$ cat src/rtl/id_ctrl.sv
// Decode-stage controller: combinational instruction decode, load-use hazard
// detection with a one-entry load scoreboard, and a RUN/STALL/HALT sequencer.
module id_ctrl #(
  parameter int CNT_W = 8
) (
  input  logic             clock,
  input  logic             reset,
  input  logic [15:0]      instr_in,
  input  logic             instr_valid,
  input  logic             flush,
  output logic             sw1_out,
  output logic             sw2_out,
  output logic             sw3_out,
  output logic             sw4_out,
  output logic             sw5_out,
  output logic             sw6_out,
  output logic [2:0]       rd_out,
  output logic             valid_out,
  output logic             stall_out,
  output logic             halt_out,
  output logic [CNT_W-1:0] stall_cnt,
  output logic [1:0]       state_dbg
);

  typedef enum logic [1:0] {
    RUN   = 2'd0,
    STALL = 2'd1,
    HALT  = 2'd2
  } state_t;

  state_t     state, state_n;
  logic       ld_pend;
  logic [2:0] ld_rd;

  // Decoded fields; d_sw[0] is sw1 ... d_sw[5] is sw6.
  logic [5:0] d_sw;
  logic [2:0] d_rd;
  logic       use_a, use_b, is_hlt, hazard;
  logic [2:0] reg_a, reg_b;
  logic       unused_bits;

  logic       issue, stall_o, halt_o, cnt_inc;

  assign reg_a       = instr_in[13:11];
  assign reg_b       = instr_in[10:8];
  assign unused_bits = ^instr_in[3:0];

  always_comb begin
    d_sw   = 6'b000000;
    d_rd   = 3'd0;
    use_a  = 1'b0;
    use_b  = 1'b0;
    is_hlt = 1'b0;
    case (instr_in[15:14])
      2'b11: begin
        use_a = 1'b1;
        use_b = 1'b1;
        if (instr_in[7:4] == 4'hF) begin
          is_hlt = 1'b1;
        end else begin
          d_sw[3] = 1'b1;
          d_rd    = reg_b;
        end
      end
      2'b00: begin
        d_sw  = 6'b011011;
        d_rd  = reg_b;
        use_a = 1'b1;
      end
      2'b01: begin
        d_sw  = 6'b000101;
        use_a = 1'b1;
        use_b = 1'b1;
      end
      default: begin
        if (instr_in[13:11] == 3'b000) begin
          d_sw = 6'b001001;
          d_rd = reg_b;
        end else if (instr_in[13:11] == 3'b100 || instr_in[13:11] == 3'b111) begin
          d_sw[5] = 1'b1;
        end
      end
    endcase
  end

  assign hazard = ld_pend && ((use_a && reg_a == ld_rd) || (use_b && reg_b == ld_rd));

  always_comb begin
    state_n = RUN;
    issue   = 1'b0;
    stall_o = 1'b0;
    halt_o  = 1'b0;
    cnt_inc = 1'b0;
    case (state)
      HALT: begin
        state_n = HALT;
        stall_o = 1'b1;
        halt_o  = 1'b1;
      end
      default: begin
        // Flush wins over everything, including a pending hazard or HLT.
        if (flush || !instr_valid) begin
          state_n = RUN;
        end else if (state == RUN && hazard) begin
          state_n = STALL;
          stall_o = 1'b1;
          cnt_inc = 1'b1;
        end else if (is_hlt) begin
          state_n = HALT;
        end else begin
          issue = 1'b1;
        end
      end
    endcase
    if (reset) begin
      issue   = 1'b0;
      stall_o = 1'b0;
      halt_o  = 1'b0;
      cnt_inc = 1'b0;
    end
  end

  assign sw1_out   = issue & d_sw[0];
  assign sw2_out   = issue & d_sw[1];
  assign sw3_out   = issue & d_sw[2];
  assign sw4_out   = issue & d_sw[3];
  assign sw5_out   = issue & d_sw[4];
  assign sw6_out   = issue & d_sw[5];
  assign rd_out    = issue ? d_rd : 3'd0;
  assign valid_out = issue;
  assign stall_out = stall_o;
  assign halt_out  = halt_o;
  assign state_dbg = state;

  always_ff @(posedge clock) begin
    if (reset) begin
      state     <= RUN;
      ld_pend   <= 1'b0;
      ld_rd     <= 3'd0;
      stall_cnt <= '0;
    end else begin
      state   <= state_n;
      ld_pend <= issue && d_sw[1];
      if (issue && d_sw[1]) begin
        ld_rd <= d_rd;
      end
      if (cnt_inc && stall_cnt != {CNT_W{1'b1}}) begin
        stall_cnt <= stall_cnt + CNT_W'(1);
      end
    end
  end

endmodule

$ cat config.mk
export PLATFORM = sky130hd
export DESIGN_NAME = id_ctrl
export DESIGN_NICKNAME = d
export VERILOG_FILES = /design/src/rtl/id_ctrl.sv
export SDC_FILE = /design/constraint.sdc
export NUM_CORES = 1
export LEC_CHECK = 0
export CAP_MARGIN = 10
export CORE_AREA = 2 2 50 52
export CTS_BUF_LIST = sky130_fd_sc_hd__clkbuf_16
export DETAILED_ROUTE_END_ITERATION = 10
export DIE_AREA = 0 0 52 54
export MAX_ROUTING_LAYER = met4
export PLACE_DENSITY_LB_ADDON = 0.3
export RECOVER_POWER = 100
export SYNTH_ARGS = -nofsm -noshare
export SYNTH_HDL_FRONTEND = slang
export SYNTH_SLANG_ARGS = --single-unit
$ cat constraint.sdc
create_clock -name clock -period 2.4 [get_ports clock]
set_input_delay 0.48 -clock clock [delete_from_list [all_inputs] [get_ports clock]]
set_output_delay 0.48 -clock clock [all_outputs]
set_load 0.02 [all_outputs]
# Word level (Yosys, flattened, before mapping)
# Cells that the tools add are included.
[classes]
eq_ne = 9
reduce_logical = 16
bitwise_logic = 6
n_addsub = 1
muxes = 32
[ops]
columns = ["op", "count"]
rows = [
  ["1-bit 2-to-1 mux", 20],
  ["3-bit case mux with 3 select lines", 2],
  ["3-bit 2-to-1 mux", 3],
  ["8-bit by 1-bit adder with 8-bit output (second input constant)", 1],
  ["2-bit 2-to-1 mux", 4],
  ["8-bit inequality test (second input constant)", 1],
  ["1-bit bitwise AND", 6],
  ["3-bit == test", 2],
  ["3-bit == test (second input constant)", 2],
  ["1-bit logical AND", 6],
  ["3-bit OR reduction", 2],
  ["2-bit == test (second input constant)", 2],
  ["4-bit == test (second input constant)", 1],
  ["2-bit zero test", 2],
  ["4-bit 2-to-1 mux", 1],
  ["2-bit case mux with 2 select lines", 1],
  ["3-bit zero test", 1],
  ["1-bit logical OR", 3],
  ["1-bit case mux with 3 select lines", 1],
  ["2-bit by 1-bit == test with 1-bit output (second input constant)", 1],
  ["2-bit OR reduction", 1],
  ["1-bit zero test", 1],
]
[word_totals]
out_inout_bits = 22
register_bits = 14
input_bits = 20

# Longest topological paths before layout
# Gate-level depths: netlist of the first run.
[logic_depth]
word_depth = 12
mapped_depth = 7
depth_no_buf = 6

# Worst setup path before layout of the first run
# OpenSTA, ideal clock, no wires.
[synth_timing]
path_kind = "input -> output"
startpoint = "input port instr_in[8]"
endpoint = "output port sw3_out"
stages = 6
arrival_ps = 1961
n_path_buf = 1
slack_ps = -41
path_cell_list = "xnor2_1 and4_1 o211ai_2 buf_2 nand3_1 nor3b_1"
[synth_via]
elab_chain_cells = 10
[synth_rtl]
columns = ["element", "line_no", "rtl"]
rows = [
  ["start, declared", "8", "input logic [15:0] instr_in,"],
  ["3-bit == test", "86", "assign hazard = ld_pend && ((use_a && reg_a == ld_rd) || (use_b && reg_b == ld_rd));"],
  ["1-bit logical AND", "86", ""],
  ["1-bit logical OR", "86", ""],
  ["1-bit logical AND", "86", ""],
  ["1-bit logical AND", "104", "end else if (state == RUN && hazard) begin"],
  ["1-bit 2-to-1 mux", "104", ""],
  ["1-bit 2-to-1 mux", "102", "if (flush || !instr_valid) begin"],
  ["1-bit 2-to-1 mux", "94", "case (state)"],
  ["1-bit 2-to-1 mux", "115", "if (reset) begin"],
  ["1-bit bitwise AND", "125", "assign sw3_out = issue & d_sw[2];"],
  ["end, declared", "13", "output logic sw3_out,"],
]
# Every way passes these cells.

# Final worst setup path of the first run
[layout_timing]
startpoint = "input port instr_in[15]"
endpoint = "output port stall_out"
[layout_via]
elab_chain_cells = 11
elab_cells_between_ends = 16
cone_classes = "eq/ne: 2; mux: 6; reduce/logical: 8"
[layout_rtl]
columns = ["element", "line_no", "rtl"]
rows = [
  ["2-bit by 1-bit == test with 1-bit output, or another cell as far along", "54", "case (instr_in[15:14])"],
  ["3-bit OR reduction (no source line) or 2-bit OR reduction (tied branches)", "--", ""],
  ["1-bit 2-to-1 mux", "54", ""],
  ["1-bit logical AND", "86", ""],
  ["1-bit logical OR (*)", "86", ""],
  ["1-bit logical AND (*)", "86", ""],
  ["1-bit logical AND (*)", "104", ""],
  ["1-bit 2-to-1 mux (*)", "104", ""],
  ["1-bit 2-to-1 mux (*)", "102", ""],
  ["1-bit 2-to-1 mux (*)", "94", ""],
  ["1-bit 2-to-1 mux (*)", "115", ""],
  ["end, declared", "19", "output logic stall_out,"],
]
# Mark *: on every way between the ends. The rest lies on a longest branch, timed or not.

==> results of run 1 <==
==> what timing repair did <==
action / in CTS / in global routing
pin swaps: 3 / 7
setup endpoints to repair: 13 / 12
hold buffers: 0 / 0
setup buffers: 2 / 0
resized for setup: 62 / 20
==> layout make-up <==
cell class	instances	area, µm²
Clock buffer	3	75.1
Inverter	5	18.8
Fill cell	208	865
Sequential cell	14	280
Clock inverter	1	3.75
Timing Repair Buffer	58	440
Multi-Input combinational cell	84	599
Tap cell	30	37.5
==> worst max-delay path: cells and delay by family <==
| kind | cells | cell delay, ps |
|---|---|---|
| buffers and inverters | 3 | 610 |
| AND/OR/NAND/NOR | 2 | 400 |
| AO/OA/AOI/OAI | 2 | 340 |
==> cell families after synthesis <==
| kind of cell | after synthesis | synth area share |
|---|---|---|
| xor gates and xnor gates | 7 | 0.0707 |
| DFF | 14 | 0.323 |
| buffers and inverters | 10 | 0.0491 |
| AOI/OAI and AO/OA | 20 | 0.157 |
| muxes | 5 | 0.0592 |
| adders and majority gates | 1 | 0.0144 |
| and+or+nand+nor | 51 | 0.326 |
==> final timing paths <==
kind	to	slack [ps]
worst max-delay path	stall_out	90
worst min register to register	stall_cnt[7]	520
worst max register to register	stall_cnt[7]	120
worst min-delay path	stall_cnt[7]	520
==> power by group <==
part           internal (µW)  switching, µW
logic                   52.4           45.5
registers                234           1.28
clock network            220           92.7
total                    507            139
==> through the flow <==
stage / utilization / setup TNS (ps) / area, µm² / instances
global route: 0.627 / 0 / 1460 / 195
finish: 0.627 / 0 / 1460 / 195
CTS: 0.632 / 0 / 1470 / 195
floorplan: - / 0 / 872 / 108
global placement: 0.603 / -7060 / 1400 / 189
detailed placement: 0.603 / -7780 / 1400 / 189
==> sequential cells by signal (all words and copies together) (netlist names) <==
| name | flops |
|---|---|
| ld_pend | 1 |
| stall_cnt | 8 |
| state_dbg | 2 |
| ld_rd | 3 |
==> layer usage <==
metal / up-vias / GRT usage / wire length, µm
met3: 6 / 0.0500 / 151
li1: 506 / - / -
met1: 473 / 0.222 / 1090
met2: 38 / 0.369 / 1340
met4: 0 / 0.0789 / 36
met5: - / - / 0
==> placed cells by master, fill, tap and decap left out, drive strengths merged, types with 2 or more instances in the layout <==
cell	n
nor2	12
xor2	3
nor3b	2
and4	2
clkdlybuf4s50	7
inv	5
xnor2	4
nor4	2
o21ai	3
nand2	8
mux2i	4
dfxtp	14
or4	5
nor2b	3
nand2b	5
a21oi	6
nand4	2
buf	23
clkbuf	19
o31ai	3
dlygate4sd3	10
o22ai	2
nand3	8
==> impl_metrics.csv, run 1 <==
group,metric,value,unit
run_status,status,"completed",
grt,grt_overflow,0,
worst_hold_path,min_path_type,"reg -> reg",
worst_hold_path,min_path_cells,1,
logic_synthesis,synth_area_leaders,"dfxtp_1 (32%), nor2_1 (5.2%), mux2i_1 (4.6%)",
sta,timing.slew.headroom,0.717,
logic_synthesis,synth_seq_cells,14,
grt,grt_pass1_wl,4.08,mm
drt,vias_per_cell,5.25,
logic_synthesis,synth.avg_cell_area,8.03,µm²
finish,diodes,0,
cts,clock-sinks,14,
power,ir_drop,0.528,mV
finish,area_growth,67.8,%
sta,post-route-period-util,0.964,
critical_path,cp_slowest_cell,"nor4_4",
floorplan,initial_core_util,0.374,
worst_hold_path,min_from,"stall_cnt[7]",
critical_path,cp-startpoint,"instr_in[15]",
floorplan,core,2320,µm²
drt,wl,2.62,mm
logic_synthesis,synth_area,867,µm²
sta,finalCriticalPeriod,2310,ps
logic_synthesis,synth_most_common_cell,"dfxtp_1",
critical_path,crit_path_max_incr_delay,260,ps
floorplan,die-area,2810,µm²
critical_path,cp_max_fo,3,
logic_synthesis,synth_ff_type,"dfxtp_1",
place,dp_slack,-639,ps
cts,tritoncts,"done",
critical_path,worstRegToRegCells,7,
cts,path_clk_slew,40,ps
sta,whs,523,ps
sta,setup_viol,0,
sta,slew_violations,0,
logic_synthesis,synth_warnings,0,
critical_path,start_kind,"input port",
cts,clk_latency,240,ps
drt,ant_nets,0,
logic_synthesis,synth_edf_count,0,
sta,skew,4.99,ps
cts,numCtsBuffers,3,
drt,vias,1023,
logic_synthesis,synth_common_cells,"dfxtp_1 (14), nor2_1 (12), nand2_1 (8), nand3_1 (8), a21oi_1 (6)",
logic_synthesis,ys_seq_area_frac,0.323,
critical_path,crit_required,1920,ps
logic_synthesis,syn-num-nets,129,
grt,grt_max_degree,17,
grt,track_usage,0.207,
critical_path,worstPathCellList,"dlygate4sd2_1, nor2b_4, nor4_4, o211ai_2, buf_4, o22ai_2, clkbuf_2",
logic_synthesis,yosys.area.top_type,"dfxtp_1",
drt,wl_per_cell,13.4,µm
place,port_buffers,37,
sta,fmax,432,MHz
power,power_density,444,nW/µm²
critical_path,cp-end-kind,"primary output",
finish,num-nets-final,187,
run,cap_violations,0,
cts,htreeDepth,1,
logic_synthesis,synthArstFlopShare,0,
sta,worst_pin_slew,424,ps
drt,dr.pass1.iters,4,
sta,rsz0062_at_grt,"false",
sta,fin_ws,86.7,ps
logic_synthesis,yosysTopAreaCellShare,0.323,
critical_path,worst-setup-path-type,"in -> out",
grt,grt_pass1_vias,951,
floorplan,die_w,52,µm
floorplan,rows,18,
drt,dr.first_iter.drc_count,23,
floorplan,die_h,54,µm
floorplan,num_io_pins,42,
power,total_power,646,µW
drt,drc,0,
logic_synthesis,synth_cell_types,34,
logic_synthesis,syn_inst,108,
grt,antenna_found_initial,0,
critical_path,arrival,1830,ps
place,globalplace.congestion,0.846,
finish,layout-drive-gt1-share,0.303,
place,dp_hpwl,1.93,mm
cts,clockBufferDepth,2,
power,p_leak,0.000645,µW
critical_path,reg2reg_from,"ld_rd[1]",
sta,hold_viol,0,
cts,root_buffer,"clkbuf_16",
No activity file was read; power rests on OpenSTA's default activity.
==> run 2, diff against run 1 <==
CTS_CLUSTER_SIZE = 16   (was default)
==> results of run 2 <==
The final DEF is identical to that of run 1; final timing and power are the same.
==> run 3, diff against run 2 <==
PLACE_DENSITY = 0.84   (was default)
PLACE_DENSITY_LB_ADDON = default   (was 0.3)
==> impl_metrics.csv, run 3 (synthesized netlist as in run 1, its figures left out) <==
group,metric,value,unit
run_status,status,"completed",
power,switching_share,0.217,
floorplan,initial_core_util,0.374,
critical_path,setup.worst_path.end,"halt_out",
sta,finalCriticalPeriod,2330,ps
sta,fin_ws,70.7,ps
cts,htreeDepth,1,
grt,grt_max_degree,17,
place,globalplace.congestion,0.751,
critical_path,cp_max_fo,16,
drt,vias_per_cell,5.26,
drt,ant_nets,0,
cts,tritoncts,"done",
critical_path,cp-end-kind,"primary output",
drt,vias,1016,
power,ir_drop,0.355,mV
critical_path,reg2reg_from,"ld_rd[2]",
power,p_sw,141,µW
critical_path,cp-startpoint,"reset",
drt,dr.pass1.iters,5,
sta,setup-tns-final,0,ps
finish,fin_area,1470,µm²
sta,setup_viol,0,
sta,timing.slew.headroom,0.754,
finish,diodes,0,
run,cap_violations,0,
place,dp_slack,-640,ps
sta,skew,1.82,ps
drt,wl_per_cell,13.6,µm
finish,largest_register_ffs,8,
power,p_int,507,µW
finish,final_core_util,0.635,
critical_path,ff2ff_setup_slack,270,ps
critical_path,crit_required,1920,ps
power,p_leak,0.000652,µW
power,power_density,440,nW/µm²
sta,fmax,429,MHz
finish,max_flop_register,"stall_cnt",
power,pwr-share-clk,0.484,
drt,drc,0,
cts,numCtsBuffers,3,
power,p_seq_frac,0.364,
grt,grt_overflow,0,
floorplan,num_io_pins,42,
cts,clock-sinks,14,
grt,grt_pass1_wl,4.08,mm
cts,path_clk_slew,40,ps
drt,wl,2.63,mm
critical_path,start_kind,"input port",
finish,final_common_cell,"buf_4",
drt,dr.first_iter.drc_count,31,
critical_path,arrival,1850,ps
floorplan,die_h,54,µm
floorplan,rows,18,
grt,antenna_found_initial,0,
finish,num-nets-final,185,
grt,grt_pass1_vias,940,
critical_path,timing.rr.end,"stall_cnt[7]",
floorplan,die-area,2810,µm²
finish,fillerInstances,179,
critical_path,worstRegToRegCells,7,
finish,layout_common_cells,"buf_4 (18), dfxtp_1 (14), nor2_1 (12)",
floorplan,core,2320,µm²
place,post_dp_cell_area,1380,µm²
sta,worst_pin_slew,366,ps
place,dp_hpwl,1.96,mm
sta,slew_violations,0,
place,port_buffers,37,
floorplan,die_w,52,µm
finish,layout-drive-gt1-share,0.276,
worst_hold_path,min_path_type,"reg -> reg",
finish,area_growth,70.0,%
sta,post-route-period-util,0.971,
power,combPwrFrac,0.152,
sta,hold_viol,0,
grt,track_usage,0.206,
critical_path,worst-setup-path-type,"in -> out",
cts,root_buffer,"clkbuf_16",
cts,clockBufferDepth,2,
cts,clk_latency,240,ps
[run 3: cell count changes in the layout (fill, tap and decap cells not counted), sizes merged]
| cell | before | now |
|---|---|---|
| clkdlybuf4s50 | 7 | 10 |
| clkbuf | 19 | 4 |
| dlygate4sd2 | 1 | 7 |
| buf | 23 | 30 |
| dlygate4sd3 | 10 | 8 |
| clkdlybuf4s15 | 1 | 0 |
[run 3: worst max-delay path, cell delays in order]
cell	delay [ps]
clkdlybuf4s50_1	440
buf_4	210
nor2_1	110
clkdlybuf4s50_1	610
[run 3: power by group through the flow]
stage,clock network (µW),logic (µW),registers (µW)
floorplan,0,35.2,239
global placement,0,94.7,240
detailed placement,0,96.7,240
CTS,316,92.5,235
global route,337,105,235
finish,314,98.4,236
[run 3: per-layer routing]
metal	vias to the layer above	track usage	routed length (µm)
met3	5	0.0389	109
met2	33	0.361	1370
met1	479	0.227	1100
li1	499	-	-
met5	-	-	0
met4	0	0.0921	45
[run 3: layout make-up]
class	instances	area, µm²	area share
well taps	30	37.5	0.0255
repair buffers	56	454	0.308
flip-flops and latches	14	280	0.190
clock inverters	1	3.75	0.00255
multi-input cells	84	604	0.410
clock buffers	3	75.1	0.0509
inverters	5	18.8	0.0127
[run 3: worst min path at each step]
stage / from / to / slack [ps] / depth (start not counted)
after detailed placement: stall_cnt[7] / stall_cnt[7] / 500 / 1
final: stall_cnt[7] / stall_cnt[7] / 500 / 1
after global routing: stall_cnt[1] / stall_cnt[1] / 560 / 2
after floorplan: ld_rd[0] / ld_rd[0] / 490 / 2
after global placement: stall_cnt[7] / stall_cnt[7] / 490 / 1
after CTS: stall_cnt[7] / stall_cnt[7] / 510 / 1
[run 3: repair_timing]
action / CTS / global route
pin swaps: 4 / 3
endpoints found under the hold margin: 0 / 0
hold buffers: 0 / 0
gates resized for setup: 57 / 9
setup endpoints to repair: 13 / 10
setup buffers: 2 / 0
[run 3: stage by stage]
step	total power [µW]	instances	hold WS (ps)
after floorplan	275	108	489
after global placement	334	187	491
after detailed placement	336	187	500
after CTS	644	193	510
after global routing	678	193	557
final	648	193	501
